===== config.mk =====
export PLATFORM = sky130hd
export DESIGN_NAME = gol_stepper
export DESIGN_NICKNAME = d
export VERILOG_FILES = /design/src/rtl/gol_pkg.sv /design/src/rtl/gol_rule.sv /design/src/rtl/gol_stepper.sv
export SDC_FILE = /design/constraint.sdc
export NUM_CORES = 1
export LEC_CHECK = 0
export BUFFER_PORTS_ARGS = -buffer_cell sky130_fd_sc_hd__buf_2
export CORE_MARGIN = 2
export CORE_UTILIZATION = 35
export CTS_BUF_LIST = sky130_fd_sc_hd__clkbuf_8
export DETAILED_ROUTE_END_ITERATION = 10
export PLACE_DENSITY_LB_ADDON = 0.1
export RECOVER_POWER = 100
export SLEW_MARGIN = 15
export SYNTH_ARGS = -nofsm -noshare
export SYNTH_HDL_FRONTEND = slang
export SYNTH_SLANG_ARGS = --single-unit

===== constraint.sdc =====
create_clock -name clk -period 7.6 [get_ports clk]
set_input_delay 0.38 -clock clk [delete_from_list [all_inputs] [get_ports clk]]
set_output_delay 0.38 -clock clk [all_outputs]
set_load 0.1 [all_outputs]

===== src/rtl/gol_pkg.sv =====
// gol_pkg: board defaults, FSM states, goal-row mask and glider seed for the Game of Life stepper
package gol_pkg;
    localparam int DEF_WIDTH  = 10;
    localparam int DEF_HEIGHT = 9;
    localparam logic [15:0] GOAL_ROWS = 16'h01C7;
    typedef enum logic [1:0] {IDLE, SCAN, COMMIT} state_t;
    function automatic logic [255:0] glider_seed(input int w);
        logic [255:0] s;
        s = '0;
        s[8'(6 * w + 6)] = 1'b1;
        s[8'(7 * w + 7)] = 1'b1;
        s[8'(8 * w + 5)] = 1'b1;
        s[8'(8 * w + 6)] = 1'b1;
        s[8'(8 * w + 7)] = 1'b1;
        return s;
    endfunction
endpackage


===== src/rtl/gol_rule.sv =====
// gol_rule: next state of one cell from its eight neighbours and its own alive bit
module gol_rule (
    input  logic [7:0] i_nb,
    input  logic       i_alive,
    output logic       o_next
);
    logic [3:0] w_n;
    always_comb begin
        w_n = '0;
        for (int i = 0; i < 8; i++) w_n += 4'(i_nb[i]);
        o_next = (w_n == 4'd3) || (i_alive && w_n == 4'd2);
    end
endmodule


===== src/rtl/gol_stepper.sv =====
// gol_stepper: serial generation scanner with shadow buffer, one-cycle commit and edge scoring
module gol_stepper
    import gol_pkg::*;
#(
    parameter int WIDTH       = DEF_WIDTH,
    parameter int HEIGHT      = DEF_HEIGHT,
    parameter int TICK_CYCLES = 16777217
) (
    input  logic        clk,
    input  logic        rst_n,
    input  logic        run_en,
    input  logic        step_req,
    input  logic        clear,
    input  logic        load_en,
    input  logic [3:0]  load_row,
    input  logic [3:0]  load_col,
    input  logic        load_val,
    input  logic [3:0]  rd_row,
    input  logic [3:0]  rd_col,
    output logic        rd_cell,
    output logic        busy,
    output logic        done,
    output logic [9:0]  l_score,
    output logic [9:0]  r_score,
    output logic [15:0] gen_count
);
    localparam int N  = WIDTH * HEIGHT;
    localparam int IW = $clog2(N);
    localparam int TW = $clog2(TICK_CYCLES + 1);

    state_t          r_state;
    logic [N-1:0]    r_board, r_shadow;
    logic [IW-1:0]   r_idx;
    logic [3:0]      r_row, r_col;
    logic            r_pending, r_done;
    logic [9:0]      r_l, r_r;
    logic [15:0]     r_gen;
    logic [TW-1:0]   r_tick;
    logic [7:0]      w_nb;
    logic            w_next, w_tick, w_req;
    logic [9:0]      w_l_add, w_r_add;
    int              w_r, w_c;

    function automatic logic in_range(input int r, input int c);
        return r >= 0 && r < HEIGHT && c >= 0 && c < WIDTH;
    endfunction

    // Off-board coordinates read as dead, which gives the no-wrap edge rule
    function automatic logic cell_at(input logic [N-1:0] b, input int r, input int c);
        return in_range(r, c) ? b[IW'(r * WIDTH + c)] : 1'b0;
    endfunction

    assign w_r = int'(r_row);
    assign w_c = int'(r_col);
    assign w_tick = run_en && r_tick == TW'(TICK_CYCLES - 1);
    assign w_req = step_req || w_tick;

    always_comb begin
        w_nb = {cell_at(r_board, w_r - 1, w_c - 1), cell_at(r_board, w_r - 1, w_c),
                cell_at(r_board, w_r - 1, w_c + 1), cell_at(r_board, w_r, w_c - 1),
                cell_at(r_board, w_r, w_c + 1),     cell_at(r_board, w_r + 1, w_c - 1),
                cell_at(r_board, w_r + 1, w_c),     cell_at(r_board, w_r + 1, w_c + 1)};
    end

    gol_rule u_rule (
        .i_nb    (w_nb),
        .i_alive (r_board[r_idx]),
        .o_next  (w_next)
    );

    // Column 0 feeds the right player, the last column the left player
    always_comb begin
        w_l_add = '0;
        w_r_add = '0;
        for (int r = 0; r < HEIGHT; r++)
            if (GOAL_ROWS[4'(r)]) begin
                w_r_add += 10'(r_shadow[IW'(r * WIDTH)]);
                w_l_add += 10'(r_shadow[IW'(r * WIDTH + WIDTH - 1)]);
            end
    end

    always_ff @(posedge clk) begin
        if (!rst_n) begin
            r_state   <= IDLE;
            r_board   <= N'(glider_seed(WIDTH));
            r_shadow  <= '0;
            r_idx     <= '0;
            r_row     <= '0;
            r_col     <= '0;
            r_pending <= 1'b0;
            r_done    <= 1'b0;
            r_l       <= '0;
            r_r       <= '0;
            r_gen     <= '0;
            r_tick    <= '0;
        end else begin
            if (run_en) r_tick <= w_tick ? '0 : r_tick + 1'b1;
            if (r_state != IDLE && w_req) r_pending <= 1'b1;
            r_done <= 1'b0;
            case (r_state)
                IDLE: begin
                    if (w_req || r_pending) begin
                        r_state   <= SCAN;
                        r_pending <= 1'b0;
                        r_idx     <= '0;
                        r_row     <= '0;
                        r_col     <= '0;
                    end else if (clear) begin
                        r_board <= '0;
                        r_l     <= '0;
                        r_r     <= '0;
                    end else if (load_en && in_range(int'(load_row), int'(load_col))) begin
                        r_board[IW'(int'(load_row) * WIDTH + int'(load_col))] <= load_val;
                    end
                end
                SCAN: begin
                    r_shadow[r_idx] <= w_next;
                    r_idx <= r_idx + 1'b1;
                    r_col <= r_col == 4'(WIDTH - 1) ? '0 : r_col + 1'b1;
                    r_row <= r_col == 4'(WIDTH - 1) ? r_row + 1'b1 : r_row;
                    if (r_idx == IW'(N - 1)) r_state <= COMMIT;
                end
                COMMIT: begin
                    r_board <= r_shadow;
                    r_l     <= r_l + w_l_add;
                    r_r     <= r_r + w_r_add;
                    r_gen   <= r_gen + 1'b1;
                    r_done  <= 1'b1;
                    r_state <= IDLE;
                end
                default: r_state <= IDLE;
            endcase
        end
    end

    assign rd_cell   = cell_at(r_board, int'(rd_row), int'(rd_col));
    assign busy      = r_state != IDLE;
    assign done      = r_done;
    assign l_score   = r_l;
    assign r_score   = r_r;
    assign gen_count = r_gen;
endmodule

== After elaboration in Yosys (flattened, before gate mapping) ==
Index checks and enable logic that the tools add are counted.

* $add $sub $neg: 26
* Multiply operators: 5
* Order comparisons: 29
* Eq/ne operators: 13
* Multiplexer cells: 66
* Reductions and logical operators: 39

{| class="wikitable"
|+ Operator list
! cell !! number
|-
| $mux 90 || 3
|-
| $bwmux 90 || 2
|-
| $pmux 90 s2 || 1
|-
| $lt 7x9->1 const B || 10
|-
| $bmux 1 s7 || 10
|-
| $add 7x5->7 || 6
|-
| $mux 1 || 34
|-
| $mux 10 || 3
|-
| $logic_and 1x1->1 || 27
|-
| $add 25x1->25 const B || 1
|-
| $eq 25x25->1 const B || 1
|-
| $mux 25 || 1
|-
| $add 4x1->4 || 6
|-
| $lt 4x4->1 const B || 6
|-
| $ge 5x1->1 const B || 4
|-
| $mul 4x3->6 const B || 3
|-
| $add 16x1->16 const B || 1
|-
| $pmux 4 s2 || 2
|-
| $add 7x4->7 || 2
|-
| $add 7x7->7 || 2
|-
| $demux 1 s7 || 2
|-
| $ge 7x1->1 const B || 2
|-
| $pmux 7 s2 || 1
|-
| $mux 4 || 3
|-
| 26 further kinds || 45
|}

* Register bits after elaboration: 250
* Input port bits: 23
* Output and inout port bits: 39
* Logic and storage cells: 189

== Longest topological paths before layout ==
Gate-level depths: netlist (run 1).

* Depth in word-level cells: 18
* Gate-level depth with buffers: 32
* Mapped depth without buffers: 27

== Cells and area by module ==
From an unflattened synthesis (run 1), not the netlist that was laid out.

* Cell total of the unflattened synthesis: 2152
* Area, all modules: 19955.4 um2

{| class="wikitable"
|+ Modules (own cells, without submodules)
! module !! instances !! cells each !! area an instance (um2) !! sequential area each (um2)
|-
| gol_stepper || 1 || 2135 || 19777.7 || 4804.6
|-
| gol_rule || 1 || 17 || 177.7 || 0.0
|}

== Worst setup path after synthesis (run 1) ==
Ideal clock, no wire load.

* Kind: register to register
* From: reg r_col[0]
* To: reg r_shadow[31]
* Setup time: 0.085 ns
* Arrival time: 7.455 ns
* Required time: 7.515 ns
* Setup slack: 0.061 ns
* Stages on the path, launching flop included: 31
* Path buffers: 6
* Period minus slack after synthesis: 7.539 ns
* Path through: dfxtp_1 -> buf_2 -> buf_4 -> buf_4 -> buf_4 -> inv_1 -> ha_1 -> ha_1 -> inv_1 -> fa_1 -> xor2_1 -> mux4_2 -> mux2_2 -> o22ai_1 -> a21oi_1 -> ha_1 -> inv_1 -> fa_1 -> inv_1 -> fa_1 -> fa_1 -> inv_1 -> fa_1 -> a2111oi_0 -> a21oi_1 -> or3_1 -> o21bai_4 -> o31a_1 -> buf_6 -> buf_6 -> o31ai_2

* Longest elaborated chain between the ends: 17
* Elaborated cells between the ends (all ways): 76
* Those cells by class: 17 x add/sub; 6 x order compare; 2 x eq/ne; 33 x mux; 18 x reduce/logical

{| class="wikitable"
|+ Ends and longest elaborated chain
! item !! line !! text
|-
| start, declared || gol_stepper.sv:34 || <nowiki>logic [3:0] r_row, r_col;</nowiki>
|-
| start signal, assigned || gol_stepper.sv:119 || <nowiki>r_col <= r_col == 4'(WIDTH - 1) ? '0 : r_col + 1'b1;</nowiki>
|-
| $add 4x1->5 || gol_stepper.sv:60, gol_stepper.sv:61, gol_stepper.sv:62 ||
|-
| $add 7x5->7 || gol_stepper.sv:50 || <nowiki>return in_range(r, c) ? b[IW'(r * WIDTH + c)] : 1'b0;</nowiki>
|-
| $bmux 1 s7 || gol_stepper.sv:50 ||
|-
| $mux 1 (implied by the code) (2 in series) || gol_stepper.sv:50 ||
|-
| $mux 1 || gol_stepper.sv:50 ||
|-
| $add 1x1->2 || gol_rule.sv:10 || <nowiki>for (int i = 0; i < 8; i++) w_n += 4'(i_nb[i]);</nowiki>
|-
| $add 4x1->4 (5 in series) || gol_rule.sv:10 ||
|-
| $add 4x1->4 (*) || gol_rule.sv:10 ||
|-
| $eq 4x2->1 || gol_rule.sv:11 || <nowiki>o_next = (w_n == 4'd3) || (i_alive && w_n == 4'd2);</nowiki>
|-
| $logic_and 1x1->1 || gol_rule.sv:11 ||
|-
| $logic_or 1x1->1 (*) || gol_rule.sv:11 ||
|-
| $bwmux 90 (*) || gol_stepper.sv:117 || <nowiki>r_shadow[r_idx] <= w_next;</nowiki>
|-
| end signal, assigned by index || gol_stepper.sv:117 ||
|-
| end, declared || gol_stepper.sv:32 || <nowiki>logic [N-1:0] r_board, r_shadow;</nowiki>
|}

Every way passes the cells marked *; elsewhere a longest branch is shown, timed or not. The select of a mux whose other input is x is not followed.
A chain may end at the register's enable or synchronous reset.

== Worst setup path after layout (run 1) ==
* From: reg r_row[1]
* To: reg r_shadow[9]

* Longest elaborated chain between the ends: 18
* Elaborated cells between the ends (all ways): 82
* Those cells by class: 17 x add/sub; 3 x mul; 6 x order compare; 2 x eq/ne; 33 x mux; 21 x reduce/logical

{| class="wikitable"
|+ Ends and longest elaborated chain
! item !! line !! text
|-
| start, declared || gol_stepper.sv:34 ||
|-
| start signal, assigned || gol_stepper.sv:120 || <nowiki>r_row <= r_col == 4'(WIDTH - 1) ? r_row + 1'b1 : r_row;</nowiki>
|-
| $add 4x1->5 || gol_stepper.sv:61, gol_stepper.sv:62 ||
|-
| $mul 5x3->6 || gol_stepper.sv:50 ||
|-
| $add 7x5->7 || gol_stepper.sv:50 ||
|-
| $bmux 1 s7 || gol_stepper.sv:50 ||
|-
| $mux 1 (implied by the code) (2 in series) || gol_stepper.sv:50 ||
|-
| $mux 1 || gol_stepper.sv:50 ||
|-
| $add 1x1->2 || gol_rule.sv:10 ||
|-
| $add 4x1->4 (5 in series) || gol_rule.sv:10 ||
|-
| $add 4x1->4 (*) || gol_rule.sv:10 ||
|-
| $eq 4x2->1 || gol_rule.sv:11 ||
|-
| $logic_and 1x1->1 || gol_rule.sv:11 ||
|-
| $logic_or 1x1->1 (*) || gol_rule.sv:11 ||
|-
| $bwmux 90 (*) || gol_stepper.sv:117 ||
|}

Marked as above.

==> results.json, run 1 <==
{
  "fin_skew_ps": 38.5,
  "crit_arrival_ps": 7720,
  "maxCapViolCount": 2,
  "insertion_delay_ps": 640,
  "num_io_pins": 62,
  "final-setup-viol-count": 0,
  "clkPwrFrac_pct": 38.6,
  "synth.distinct_cells": 84,
  "cts_buffers": 47,
  "cts.path.max_buffers": 3,
  "switchingPower_uw": 1140,
  "place_congestion": 0.923,
  "overflow": 0,
  "grt_use_met3_pct": 3.24,
  "crit_type": "flip-flop to flip-flop",
  "die_h_um": 238,
  "holdBufCountCts": 0,
  "synth.avg_cell_area_um2": 9.43,
  "grt_util_met1_pct": 34.7,
  "max_freq_ghz": 0.139,
  "crit_family": "adder cells",
  "final_layout_size_suffix_gt1_share_pct": 18.1,
  "syn-cell-area_um2": 19200,
  "yosysTopAreaCell": "dfxtp_1",
  "postRouteAntennaNets": 0,
  "wirelength_um": 70600,
  "end_kind": "flip-flop",
  "first_global_vias": 16531,
  "drt_iter0_markers": 1605,
  "startpoint_type": "flip-flop",
  "synth.top_cells.by_area": "dfxtp_1, mux4_2, ha_1",
  "synth_ff_type": "dfxtp_1",
  "first_pass_iters": 7,
  "p_per_area_nw_per_um2": 163,
  "synth_top_area_share_pct": 25.1,
  "max_stage_delay_ps": 560,
  "cts_num_sinks": 240,
  "synth_edf_count": 0,
  "vias": 17118,
  "slew_viol_final": 157,
  "final_hold_viol_count": 0,
  "grt_usage_pct": 24.8,
  "die_w_um": 238,
  "n_fill_cell": 5443,
  "cp_max_fo": 64,
  "fin_total_pwr_uw": 3420,
  "crit_required_ps": 8130,
  "dp_hpwl_um": 49900,
  "synth_seq_cells": 240,
  "slowest_stage": "fa_1",
  "core_um2": 54000,
  "via_per_inst": 6.20,
  "p_leak_uw": 0.00724,
  "hp-class": "input pin to flip-flop",
  "multi_input_area_um2": 13400,
  "failed_checks": "max-capacitance violations, max-slew violations",
  "yosys_warnings": 0,
  "syn2layout_area_growth_pct": 9.55,
  "yosysMostFrequentCell": "dfxtp_1",
  "final_nets": 2144,
  "port_buffers": 41,
  "sequentialPowerShare_pct": 38.5,
  "dieArea_um2": 56700,
  "min_period_ps": 7180,
  "rows": 85,
  "post_drt_wl_per_cell_um": 25.6,
  "p_int_uw": 2280,
  "cts-htree-levels": 2,
  "fin_util_pct": 38.9,
  "yosysSeqAreaShare_pct": 25.1,
  "grt_pass1_wl_um": 107000,
  "antenna_found_initial": 1,
  "worst-path-buf-inv": 6,
  "finalCritPeriodShare_pct": 94.5,
  "worstMarginPinSlew_ps": 2630,
  "drc": 0,
  "synth_top_cells_by_count": "dfxtp_1, mux4_2, nand2_1",
  "start_util_pct": 35.5,
  "grt_max_degree": 108,
  "whs_ps": 121,
  "grt-busiest-layer": "met2",
  "cts_tree": "built",
  "status": "complete, but fails checks",
  "cts.clk_slew.worst_paths_ps": 70,
  "cts_root_buf": "clkbuf_8",
  "slew_headroom_pct": -75.2,
  "postSynthCellCount": 2033,
  "ir_drop_mv": 0.120,
  "seqCellArea_um2": 4810,
  "comb_power_share_pct": 22.9,
  "grtUsageMet2_pct": 38.5,
  "async_flop_share_pct": 0,
  "fin_ws_ps": 415,
  "switching_share_pct": 33.2,
  "preCtsSetupSlack_ps": 206
}
-- power groups by stage --
| stage | sequential (uW) | clock (uW) | combinational [uW] |
|---|---|---|---|
| 2_1_floorplan | 1320 | 0 | 573 |
| 3_3_place_gp | 1340 | 0 | 777 |
| 3_5_place_dp | 1340 | 0 | 779 |
| 4_1_cts | 1310 | 1360 | 782 |
| 5_1_grt | 1310 | 1420 | 837 |
| 6_report | 1310 | 1320 | 782 |
-- cell usage in the layout, fill, tap and decap left out, types with 53 or more instances in the layout --
| cell type | n |
|---|---|
| or3_1 | 53 |
| clkbuf_8 | 58 |
| nand3_1 | 93 |
| ha_1 | 68 |
| a21oi_1 | 139 |
| buf_4 | 61 |
| dfxtp_1 | 236 |
| nand2_1 | 155 |
| o21ai_0 | 143 |
| mux4_2 | 176 |
| nor2_1 | 111 |
| inv_1 | 63 |
-- cell type report --
| type | count | share of cell area, % |
|---|---|---|
| diodes | 1 | 0.0119 |
| clock buffers | 58 | 3.80 |
| well taps | 696 | 4.15 |
| repair buffers | 113 | 3.63 |
| flip-flops and latches | 240 | 22.9 |
| multi-input cells | 1581 | 64.0 |
| clock inverters | 20 | 0.637 |
| inverters | 50 | 0.893 |
-- final timing paths --
check,start,end,slack [ps],cells past startpoint
setup / recovery,r_row[1]$_SDFFE_PN0P_,r_shadow[9]$_SDFFE_PN0P_,420,26
hold / removal,run_en,r_tick[0]$_SDFFE_PN0P_,120,3
setup reg to reg,r_row[1]$_SDFFE_PN0P_,r_shadow[9]$_SDFFE_PN0P_,420,26
hold reg to reg,r_shadow[86]$_SDFFE_PN0P_,r_board[86]$_SDFFE_PN1P_,460,2
-- worst min-delay path: cells and delay by family --
family	cells	cell delay (ps)
buf+inv	1	160
mux	1	90
simple gates	1	70
-- per-stage QoR --
stage	area [um2]	setup TNS, ps	instances
2_1_floorplan	19200	0	2052
3_3_place_gp	20100	0	2680
3_5_place_dp	20100	0	2680
4_1_cts	21100	0	2758
5_1_grt	21000	-53.6	2759
6_report	21000	0	2759
-- per-layer routing --
metal / share of wire, % / vias up
met2: 45 / 598
met3: 5.5 / 151
met5: 0 / -
met4: 4.5 / 0
li1: - / 7824
met1: 45 / 8545
-- registers in the layout, summed over array words and instances (netlist names) --
name	flops
done	1
r_idx	7
r_state	2
gen_count	16
r_pending	1
r_col	4
r_shadow	90
r_row	4
r_tick	25
r_board	90
-- timing repair --
item / in CTS / in global routing
endpoints found under the setup margin: 0 / 90
resized for setup: 0 / 3
setup buffers: 0 / 0
-- cells by family after synthesis --
group | count (synthesis) | share of synthesized area (%)
adder cells (fa/ha/maj) | 88 | 6.49
AND/OR/NAND/NOR | 566 | 14.6
flip-flops | 240 | 25.1
XOR/XNOR | 96 | 4.38
other | 1 | 0.0196
multiplexers | 234 | 24.3
AO/OA/AOI/OAI | 577 | 19.7
buffers and inverters | 231 | 5.55
No activity file was read; power rests on OpenSTA's default activity.
==> inputs of run 2 (changes only) <==
- GPL_TIMING_DRIVEN: default -> 0
==> results.json, run 2 (synthesized netlist as in run 1, its figures left out) <==
{
  "startpoint_type": "flip-flop",
  "slowest_stage": "fa_1",
  "comb_power_share_pct": 24.6,
  "switchingPower_uw": 1150,
  "grt_max_degree": 14,
  "dieArea_um2": 56700,
  "cts_num_sinks": 240,
  "cts_root_buf": "clkbuf_8",
  "rows": 85,
  "grt_setup_unrepaired": "false",
  "dp_hpwl_um": 60600,
  "dp.cells": 2786,
  "worstHoldPathCells": 3,
  "multi_input_area_um2": 13700,
  "cp_max_fo": 10,
  "sequentialPowerShare_pct": 39.0,
  "port_buffers": 38,
  "switching_share_pct": 33.9,
  "status": "complete, but fails checks",
  "n_fill_cell": 5433,
  "min_period_ps": 7320,
  "failed_checks": "max-capacitance violations",
  "worstMarginPinSlew_ps": 1480,
  "post_drt_wl_per_cell_um": 27.2,
  "overflow": 0,
  "max_stage_delay_ps": 570,
  "via_per_inst": 6.26,
  "postRouteAntennaNets": 0,
  "start_util_pct": 35.5,
  "grt_pass1_wl_um": 116000,
  "finalCritPeriodShare_pct": 96.3,
  "wirelength_um": 78500,
  "grt_usage_pct": 27.5,
  "instances_no_fill": 2889,
  "crit_family": "adder cells",
  "reg.largest.list": "r_board: 90 flops, r_shadow: 90 flops, r_tick: 25 flops",
  "cts.path.max_buffers": 3,
  "seqCellArea_um2": 4810,
  "maxCapViolCount": 1,
  "vias": 18089,
  "die_h_um": 238,
  "cts.clk_slew.worst_paths_ps": 60,
  "crit_arrival_ps": 7840,
  "drc": 0,
  "p_int_uw": 2240,
  "hp-class": "input pin to flip-flop",
  "worst-path-buf-inv": 11,
  "syn2layout_area_growth_pct": 13.6,
  "num_io_pins": 62,
  "clkPwrFrac_pct": 36.4,
  "cts_tree": "built",
  "first_global_vias": 17164,
  "fin_util_pct": 40.3,
  "slew_headroom_pct": 0.231,
  "core_um2": 54000,
  "holdBufCountCts": 0,
  "crit_required_ps": 8120,
  "p_per_area_nw_per_um2": 156,
  "die_w_um": 238,
  "first_pass_iters": 7,
  "fin_skew_ps": 48.5,
  "insertion_delay_ps": 630,
  "p_leak_uw": 0.00754,
  "crit_type": "flip-flop to flip-flop",
  "final_cell_mix": "dfxtp_1, mux4_2, nand2_1",
  "cts_buffers": 45,
  "ir_drop_mv": 0.111,
  "antenna_found_initial": 2,
  "final_nets": 2276,
  "path_depth": 29,
  "final_hold_viol_count": 0,
  "drt_iter0_markers": 1702,
  "worst-r2r-cell-count": 29,
  "slew_viol_final": 0,
  "final_common_cell": "dfxtp_1",
  "place_congestion": 0.977,
  "final_layout_size_suffix_gt1_share_pct": 19.4,
  "cts-htree-levels": 2,
  "final-setup-viol-count": 0,
  "end_kind": "flip-flop",
  "max_freq_ghz": 0.137
}
run 2: cell types whose count changed in the layout (fill, tap and decap cells not counted), moves of 6 or more:
cell and change:
clkbuf_1 +99, buf_1 +6, buf_2 +19, xnor2_1 -7
run 2: power groups by stage:
stage / registers [uW] / logic [uW] / clock network (uW)
2_1_floorplan: 1320 / 573 / 0
3_3_place_gp: 1340 / 768 / 0
3_5_place_dp: 1340 / 773 / 0
4_1_cts: 1320 / 805 / 1260
5_1_grt: 1320 / 887 / 1320
6_report: 1320 / 834 / 1230
run 2: layout make-up:
class / count / share of cell area, %
antenna: 1 / 0.0115
buffer: 180 / 4.38
tap: 696 / 4.00
clock buffer: 55 / 3.48
timing repair buffer: 67 / 1.76
inverter: 50 / 0.913
multi-input combinational: 1581 / 62.9
clock inverter: 19 / 0.460
sequential: 240 / 22.1
run 2: timing repair:
item	CTS	global route
gates resized for setup	62	38
gates cloned	0	0
setup buffers	8	21
setup endpoints to repair	90	90
pin swaps	3	10
run 2: worst paths after layout:
path	to	start	slack, ps
worst max-delay path	r_shadow[54]$_SDFFE_PN0P_	r_col[0]$_SDFFE_PN0P_	280
worst min-delay path	r_tick[0]$_SDFFE_PN0P_	run_en	140
worst max register to register	r_shadow[54]$_SDFFE_PN0P_	r_col[0]$_SDFFE_PN0P_	280
worst min register to register	r_board[85]$_SDFFE_PN1P_	r_shadow[85]$_SDFFE_PN0P_	480
run 2: metal layers:
layer / share of wire, % / vias to the layer above / global-route usage (%)
met5: 0.023 / - / 0
met1: 41 / 8828 / 36.7
met4: 4.6 / 2 / 10.9
li1: - / 8094 / -
met3: 9.2 / 204 / 5.81
met2: 45 / 961 / 43.4
run 2: tightest hold or removal path: cells and delay by family:
family	cells	cell delay, ps
buffers and inverters	1	160
muxes	1	90
and+or+nand+nor	1	70
run 2: metrics by stage:
stage / total power (uW) / worst slack, ps / hold WS (ps) / area, um2 / setup TNS, ps
3_5_place_dp: 2120 / -1850 / 471 / 20300 / -154830
4_1_cts: 3380 / 1.67 / 114 / 21500 / 0
2_1_floorplan: 1890 / 60.6 / 440 / 19200 / 0
6_report: 3390 / 279 / 145 / 21800 / 0
3_3_place_gp: 2110 / -1870 / 459 / 20300 / -157050
5_1_grt: 3520 / 9.39 / 177 / 21800 / 0
